===== config.mk =====
export PLATFORM = sky130hd
export DESIGN_NAME = vram_arb
export DESIGN_NICKNAME = d
export VERILOG_FILES = /design/src/rtl/vram_arb.sv
export SDC_FILE = /design/constraint.sdc
export NUM_CORES = 1
export LEC_CHECK = 0
export BUFFER_PORTS_ARGS = -buffer_cell sky130_fd_sc_hd__buf_4
export CORE_MARGIN = 2
export CORE_UTILIZATION = 45
export CTS_CLUSTER_DIAMETER = 50
export DETAILED_ROUTE_END_ITERATION = 12
export PLACE_DENSITY = 0.91
export SLEW_MARGIN = 20
export SYNTH_ARGS = -nofsm -noshare
export SYNTH_HDL_FRONTEND = slang
export SYNTH_SLANG_ARGS = --single-unit

===== constraint.sdc =====
create_clock -name clk -period 2.7 [get_ports clk]
set_clock_uncertainty 0.15 [all_clocks]
set_input_delay 0 -clock clk [delete_from_list [all_inputs] [get_ports clk]]
set_output_delay 0 -clock clk [all_outputs]
set_load 0.005 [all_outputs]

===== src/rtl/vram_arb.sv =====
`timescale 1ns/1ps
// ----------------------------------------------------------------------------
// vram_arb
//   Requester side of the single-port vram. Arbitrates the video fetch path and
//   the CPU register-interface path onto one vram port (1-cycle read latency).
//   Video has priority; a starvation counter lets a waiting CPU pre-empt video
//   after STARVE_LIMIT cycles (0 disables pre-emption). Read data returns to
//   each requester through registers, two cycles after the grant.
//
// Ports
//   clk, reset          system clock, asynchronous active-high reset
//   vid_sel_in/addr_in  video read request (no handshake) and word address
//   vid_valid_out       pulse: vid_data_out carries a fresh word
//   vid_data_out        video read data, held between valid pulses
//   vid_miss_out        pulse: a video request was dropped for the CPU
//   regs_req_in         CPU request, held with wr/addr/data until ack
//   regs_wr_in          1 = write, 0 = read
//   regs_addr_in/data_in CPU word address / write data
//   regs_ack_out        one-cycle pulse: CPU access complete
//   regs_data_out       CPU read data, valid with ack, held until next read ack
//   vram_sel_out/wr_out/addr_out/data_out  combinational vram port drive
//   vram_data_in        vram read data (valid the cycle after sel)
// ----------------------------------------------------------------------------
module vram_arb #(
    parameter int unsigned STARVE_LIMIT = 64
) (
    input  logic        clk,
    input  logic        reset,
    input  logic        vid_sel_in,
    input  logic [15:0] vid_addr_in,
    output logic        vid_valid_out,
    output logic [15:0] vid_data_out,
    output logic        vid_miss_out,
    input  logic        regs_req_in,
    input  logic        regs_wr_in,
    input  logic [15:0] regs_addr_in,
    input  logic [15:0] regs_data_in,
    output logic        regs_ack_out,
    output logic [15:0] regs_data_out,
    output logic        vram_sel_out,
    output logic        vram_wr_out,
    output logic [15:0] vram_addr_out,
    output logic [15:0] vram_data_out,
    input  logic [15:0] vram_data_in
);

    localparam int unsigned CNT_W = (STARVE_LIMIT > 0) ? $clog2(STARVE_LIMIT + 1) : 1;
    localparam logic [CNT_W-1:0] CNT_MAX = CNT_W'(STARVE_LIMIT);
    localparam logic PREEMPT_EN = (STARVE_LIMIT != 0);

    typedef enum logic [1:0] {
        ST_IDLE,
        ST_ISSUED,
        ST_ACK
    } state_t;

    // Owner of a vram issue. CPU writes are tagged NONE so the read data
    // returned for that cycle is thrown away.
    typedef enum logic [1:0] {
        TAG_NONE,
        TAG_VID,
        TAG_CPU
    } tag_t;

    state_t            state_q, state_d;
    logic [CNT_W-1:0]  starve_q, starve_d;
    tag_t              tag1_q, tag1_d;     // owner of the data arriving this cycle
    tag_t              tag2_q, tag2_d;     // owner of the registered result
    logic [15:0]       vid_data_q, vid_data_d;
    logic [15:0]       regs_data_q, regs_data_d;
    logic              miss_q, miss_d;

    logic              cpu_win;
    logic              vid_win;
    logic              starved;

    // ------------------------------------------------------------------
    // Grant decision and vram port drive (same cycle)
    // ------------------------------------------------------------------
    always_comb begin
        starved = PREEMPT_EN && (starve_q >= CNT_MAX);
        cpu_win = (state_q == ST_IDLE) && regs_req_in && (!vid_sel_in || starved);
        vid_win = vid_sel_in && !cpu_win;
    end

    // sel/wr are gated by reset directly so nothing reaches the vram while
    // reset is held, regardless of the request inputs.
    always_comb begin
        vram_sel_out  = (cpu_win || vid_win) && !reset;
        vram_wr_out   = cpu_win && regs_wr_in && !reset;
        vram_addr_out = cpu_win ? regs_addr_in : vid_addr_in;
        vram_data_out = regs_data_in;
    end

    // ------------------------------------------------------------------
    // Next-state: CPU FSM, starvation counter, owner pipe, result registers
    // ------------------------------------------------------------------
    always_comb begin
        state_d     = state_q;
        starve_d    = starve_q;
        tag1_d      = TAG_NONE;
        tag2_d      = tag1_q;
        vid_data_d  = vid_data_q;
        regs_data_d = regs_data_q;
        miss_d      = vid_sel_in && cpu_win;

        unique case (state_q)
            ST_IDLE:   if (cpu_win) state_d = ST_ISSUED;
            ST_ISSUED: state_d = ST_ACK;
            ST_ACK:    state_d = ST_IDLE;
            default:   state_d = ST_IDLE;
        endcase

        // Counts only while a request is actually waiting in IDLE; a busy FSM
        // holds the count, a dropped request or a grant clears it.
        if (cpu_win || !regs_req_in) begin
            starve_d = '0;
        end else if ((state_q == ST_IDLE) && (starve_q < CNT_MAX)) begin
            starve_d = starve_q + 1'b1;
        end

        if (cpu_win) begin
            tag1_d = regs_wr_in ? TAG_NONE : TAG_CPU;
        end else if (vid_win) begin
            tag1_d = TAG_VID;
        end

        // Data arriving now belongs to last cycle's issue.
        unique case (tag1_q)
            TAG_VID: vid_data_d  = vram_data_in;
            TAG_CPU: regs_data_d = vram_data_in;
            default: ;
        endcase
    end

    always_ff @(posedge clk or posedge reset) begin
        if (reset) begin
            state_q     <= ST_IDLE;
            starve_q    <= '0;
            tag1_q      <= TAG_NONE;
            tag2_q      <= TAG_NONE;
            vid_data_q  <= '0;
            regs_data_q <= '0;
            miss_q      <= 1'b0;
        end else begin
            state_q     <= state_d;
            starve_q    <= starve_d;
            tag1_q      <= tag1_d;
            tag2_q      <= tag2_d;
            vid_data_q  <= vid_data_d;
            regs_data_q <= regs_data_d;
            miss_q      <= miss_d;
        end
    end

    // ------------------------------------------------------------------
    // Outputs: all decoded from registers
    // ------------------------------------------------------------------
    always_comb begin
        vid_valid_out = (tag2_q == TAG_VID);
        vid_data_out  = vid_data_q;
        vid_miss_out  = miss_q;
        regs_ack_out  = (state_q == ST_ACK);
        regs_data_out = regs_data_q;
    end

endmodule

### After elaboration in Yosys (flattened, before gate mapping)

Cells that the tools add are included.

* multiplexer cells: 8
* reduce and logical (&&, ||, !) cells: 17
* magnitude comparators: 2
* add/sub/neg operators: 1
* equality and inequality tests: 6

Operator list (number)
* $mux W16: 1
* $mux W7: 2
* $logic_and A1 B1 Y1: 8
* $add A7 B1 Y7 const B: 1
* $ge A7 B7 Y1 const B: 1
* $lt A7 B7 Y1 const B: 1
* $eq A2 B1 Y1 const B: 3
* $mux W2: 3
* $eq A2 B2 Y1 const B: 2
* $logic_not A1 Y1: 4
* $pmux W2 S2: 1
* $logic_or A1 B1 Y1: 3
* $logic_not A2 Y1: 1
* $ne A2 B2 Y1 const B: 1
* $reduce_bool A2 Y1: 1
* $mux W1: 1

* register bits after elaboration: 46

### Logic depth before layout (Yosys ltp)

* depth in word-level cells: 7
* mapped depth: 6

### Least setup slack after synthesis

Ideal clock, no wire load.

* kind: input port to output port
* start: input reset
* end: output vram_wr_out
* buffers on the path: 0
* arrival: 1.286 ns
* setup slack: 1.264 ns
* stages on the path: 2
* required time: 2.550 ns
* cell sequence: inv_1 and3_1

* word-level cells in the longest chain between the ends: 2

Ends and longest elaborated chain
* start: declaration: RTL line 28 `input logic reset,`
* $logic_not A1 Y1 (no source line)
* $logic_and A1 B1 Y1: RTL line 90 `vram_wr_out = cpu_win && regs_wr_in && !reset;`
* end: declaration: RTL line 41 `output logic vram_wr_out,`

No other way between the ends.

### Worst setup path after layout

* start: register state_q[0]
* end: output vram_addr_out[8]

* word-level cells in the longest chain between the ends: 4

Ends and longest elaborated chain
* start: declaration: RTL line 65 `state_t state_q, state_d;`
* start signal: assignment: RTL line 146 `state_q <= state_d;`
* $logic_not A2 Y1: RTL line 82 `cpu_win = (state_q == ST_IDLE) && regs_req_in && (!vid_sel_in || starved);`
* $logic_and A1 B1 Y1 (2 in series): RTL line 82
* $mux W16: RTL line 91 `vram_addr_out = cpu_win ? regs_addr_in : vid_addr_in;`
* end: declaration: RTL line 42 `output logic [15:0] vram_addr_out,`

No other way between the ends.

==> reports/results.ini <==
[critical_path]
cpPeakStageDelay_ns=0.45
reg2reg_from=tag1_q[1]
reg2reg_to=vid_data_out[9]
crit_required_ns=2.55
crit_path_max_fanout=19
crit_path_top_delay_cell=dfrtp_1
ff2ff_setup_slack_ns=0.99
end_kind=output pin
worstRegToRegCells=2
cp_cell_sequence=nor2_4, nand3b_4, mux2_4, buf_4
critPathArrivalTime_ns=1.74
cp-start-kind=register
critPathKind=register to output pin

[grt]
grt_pass1_wl_mm=7.859
track_usage_pct=19.09
grt_overflow=0
grt_antenna_before_repair=0
grt_pass1_vias=1763
grt_max_degree=25

[logic_synthesis]
yosysWarnings=0
syn_inst=160
synth_area_leaders=dfrtp_1, mux2_2, buf_4
syn_area_um2=2170
ys_seq_elements=46
syn_nets=230
synth_top_cell_by_area=dfrtp_1
synth_top_area_share_pct=53.06
postSynthAreaPerCell_um2=13.56
synth_cell_type_count=29
yosysSeqAreaShare_pct=53.06

[placement]
port_buffers=105
gp_congestion=0.7484
dp_hpwl_mm=3.612

[timing]
rsz0062_at_grt=no
period_share_pct=70.07
tns_ns=0
drv_slew=0
hold_violations=0
clock.fmax_mhz=528.6
max-slew-margin-rel_pct=45.68
min_period_ns=1.892
finalSetupViolations=0
tightest_slew_ns=0.8148

[die]
rows=25
initial_core_util_pct=46.24
fp.dieArea_um2=5393
ios=138
core_um2=4692
die_h_um=73.44
die_w_um=73.44

[power]
switchingPower_mw=0.4496
p_sw_share_pct=23.70
intPower_mw=1.448
seqPwrFrac_pct=45.8
finalPower_mw=1.897
ir_drop_uv=249.1
power.density_nw_per_um2=569.0
p_leak_nw=1.638
combinationalPowerShare_pct=27.5
pwr-share-clk_pct=26.7

[clock_tree]
cts_tree=built
cts_buffers=5
clock_latency_ns=0.29
clk_pin_slew_ns=0.08
h-tree-depth=2
cts_buffer_depth=2
clkSinkCount=46
cts_resized=0
root_buffer=clkbuf_8

[routing]
vias=1702
post-route-drc-count=0
wirelength_mm=5.091
first_pass_iters=4
first_iter_violations=68
routed_via_density=4.991
ant_nets=0
wl_per_cell_um=14.93

[layout]
area_delta_synth_final_pct=53.69
layout-drive-gt1-share_pct=57.49
num_antenna_cells=0
nNetsFinal=357
n_fill_cell=332

[status]
outcome=finished, final reports clean

[worst_hold_path]
min_path_type=primary input to asynchronous set/reset pin

[job]
maxCapViolCount=0

[cells by family after synthesis]
kind of cell	count (synthesis)	synth area share (%)
xor gates and xnor gates	2	0.8075
AOI/OAI and AO/OA	10	3.056
DFF	46	53.06
muxes	48	26.12
adders and majority gates	1	0.5766
buffers and inverters	26	8.593
and+or+nand+nor	27	7.785
[metrics by stage]
step	utilization, %	std cells	instance area (um2)	worst slack [ns]	hold slack [ns]
2_1_floorplan	-	160	2170	1.264	-0.1189
3_3_place_gp	60.99	298	2861	1.038	-0.1500
3_5_place_dp	60.99	298	2861	1.013	-0.1500
4_1_cts	71.07	341	3334	0.7630	0.1429
5_1_grt	71.07	341	3334	0.7071	0.1505
6_report	71.07	341	3334	0.8081	0.1406
[critical path: cells and delay by family, from the launching register on]
kind                   cells  cell delay (ns)
and+or+nand+nor            2             0.48
buffers and inverters      1             0.14
DFF                        1             0.45
muxes                      1             0.39
[cell type report]
type / count / area (um2) / area share, %
clock buffers: 6 / 82.58 / 2.477
inverters: 4 / 15.01 / 0.4503
flip-flops and latches: 46 / 1151 / 34.52
clock inverters: 1 / 30.03 / 0.9006
multi-input cells: 88 / 832.0 / 24.95
well taps: 54 / 67.56 / 2.026
repair buffers: 142 / 1156 / 34.67
[routing by layer]
| metal | up-vias | share of wire (%) | GRT usage, % |
|---|---|---|---|
| met5 | - | 0 | 0 |
| met4 | 0 | 2.5 | 8.283 |
| met3 | 12 | 9.0 | 6.036 |
| met2 | 104 | 51 | 33.83 |
| met1 | 799 | 37 | 20.88 |
| li1 | 787 | - | - |
[state kept, by name (all words and copies together), names as in the netlist]
name           count
regs_data_out     16
vid_data_out      16
starve_q           7
state_q            2
tag1_q             2
tag2_q             2
vid_miss_out       1
[how the worst max path moves through the flow]
stage	slack, ns	endpoint	cells past startpoint	from
after detailed placement	1.01	vid_data_out[9]	2	tag1_q[1]
after global routing	0.71	vram_addr_out[8]	4	state_q[0]
after CTS	0.76	vram_addr_out[8]	4	state_q[0]
after global placement	1.04	vid_data_out[14]	2	tag1_q[1]
after floorplan	1.26	vram_wr_out	2	reset
final	0.81	vram_addr_out[8]	4	state_q[0]
[power groups by stage]
stage	sequential, mW	combinational (mW)	clock [mW]
finish	0.868	0.523	0.506
global route	0.879	0.569	0.551
CTS	0.865	0.521	0.521
detailed placement	0.880	0.475	0
global placement	0.873	0.458	0
floorplan	0.877	0.201	0
[synthesized netlist by cell type, drive strengths merged]
cell    count
o31ai       2
xnor2       1
and3        2
o2bb2a      1
nand2       5
a21oi       1
and2        2
nand2b      2
nor2b       5
o21ai       3
nor3b       1
dfrtp      46
nand3b      1
ha          1
mux2       48
nand3       4
inv         4
o21bai      1
a21o        1
buf        22
nor2        5
xor2        1
o22ai       1
[cell usage in the layout, fill, tap and decap left out]
cell type and n:
buf_4 106, dfrtp_1 46, mux2_2 41, dlygate4sd3_1 36, mux2_4 7, clkbuf_8 6
nand2_1 5, nor2_1 4, nor2b_1 4, nand3_1 4, inv_1 3, o21ai_0 3
nand2b_1 2, and2_1 2, and3_1 2, o31ai_1 2, nor2b_4 1, nor2_4 1
nand3b_4 1, inv_2 1, a21oi_1 1, o22ai_1 1, xor2_1 1, o2bb2a_1 1
o21bai_1 1, nor3b_1 1, a21o_1 1, xnor2_1 1, ha_1 1, bufinv_16 1
[what timing repair did]
action	in CTS	in global routing
buffers inserted	0	0
hold buffers	36	0
hold endpoints to repair	75	0
Power figures use the tool's default switching activity.
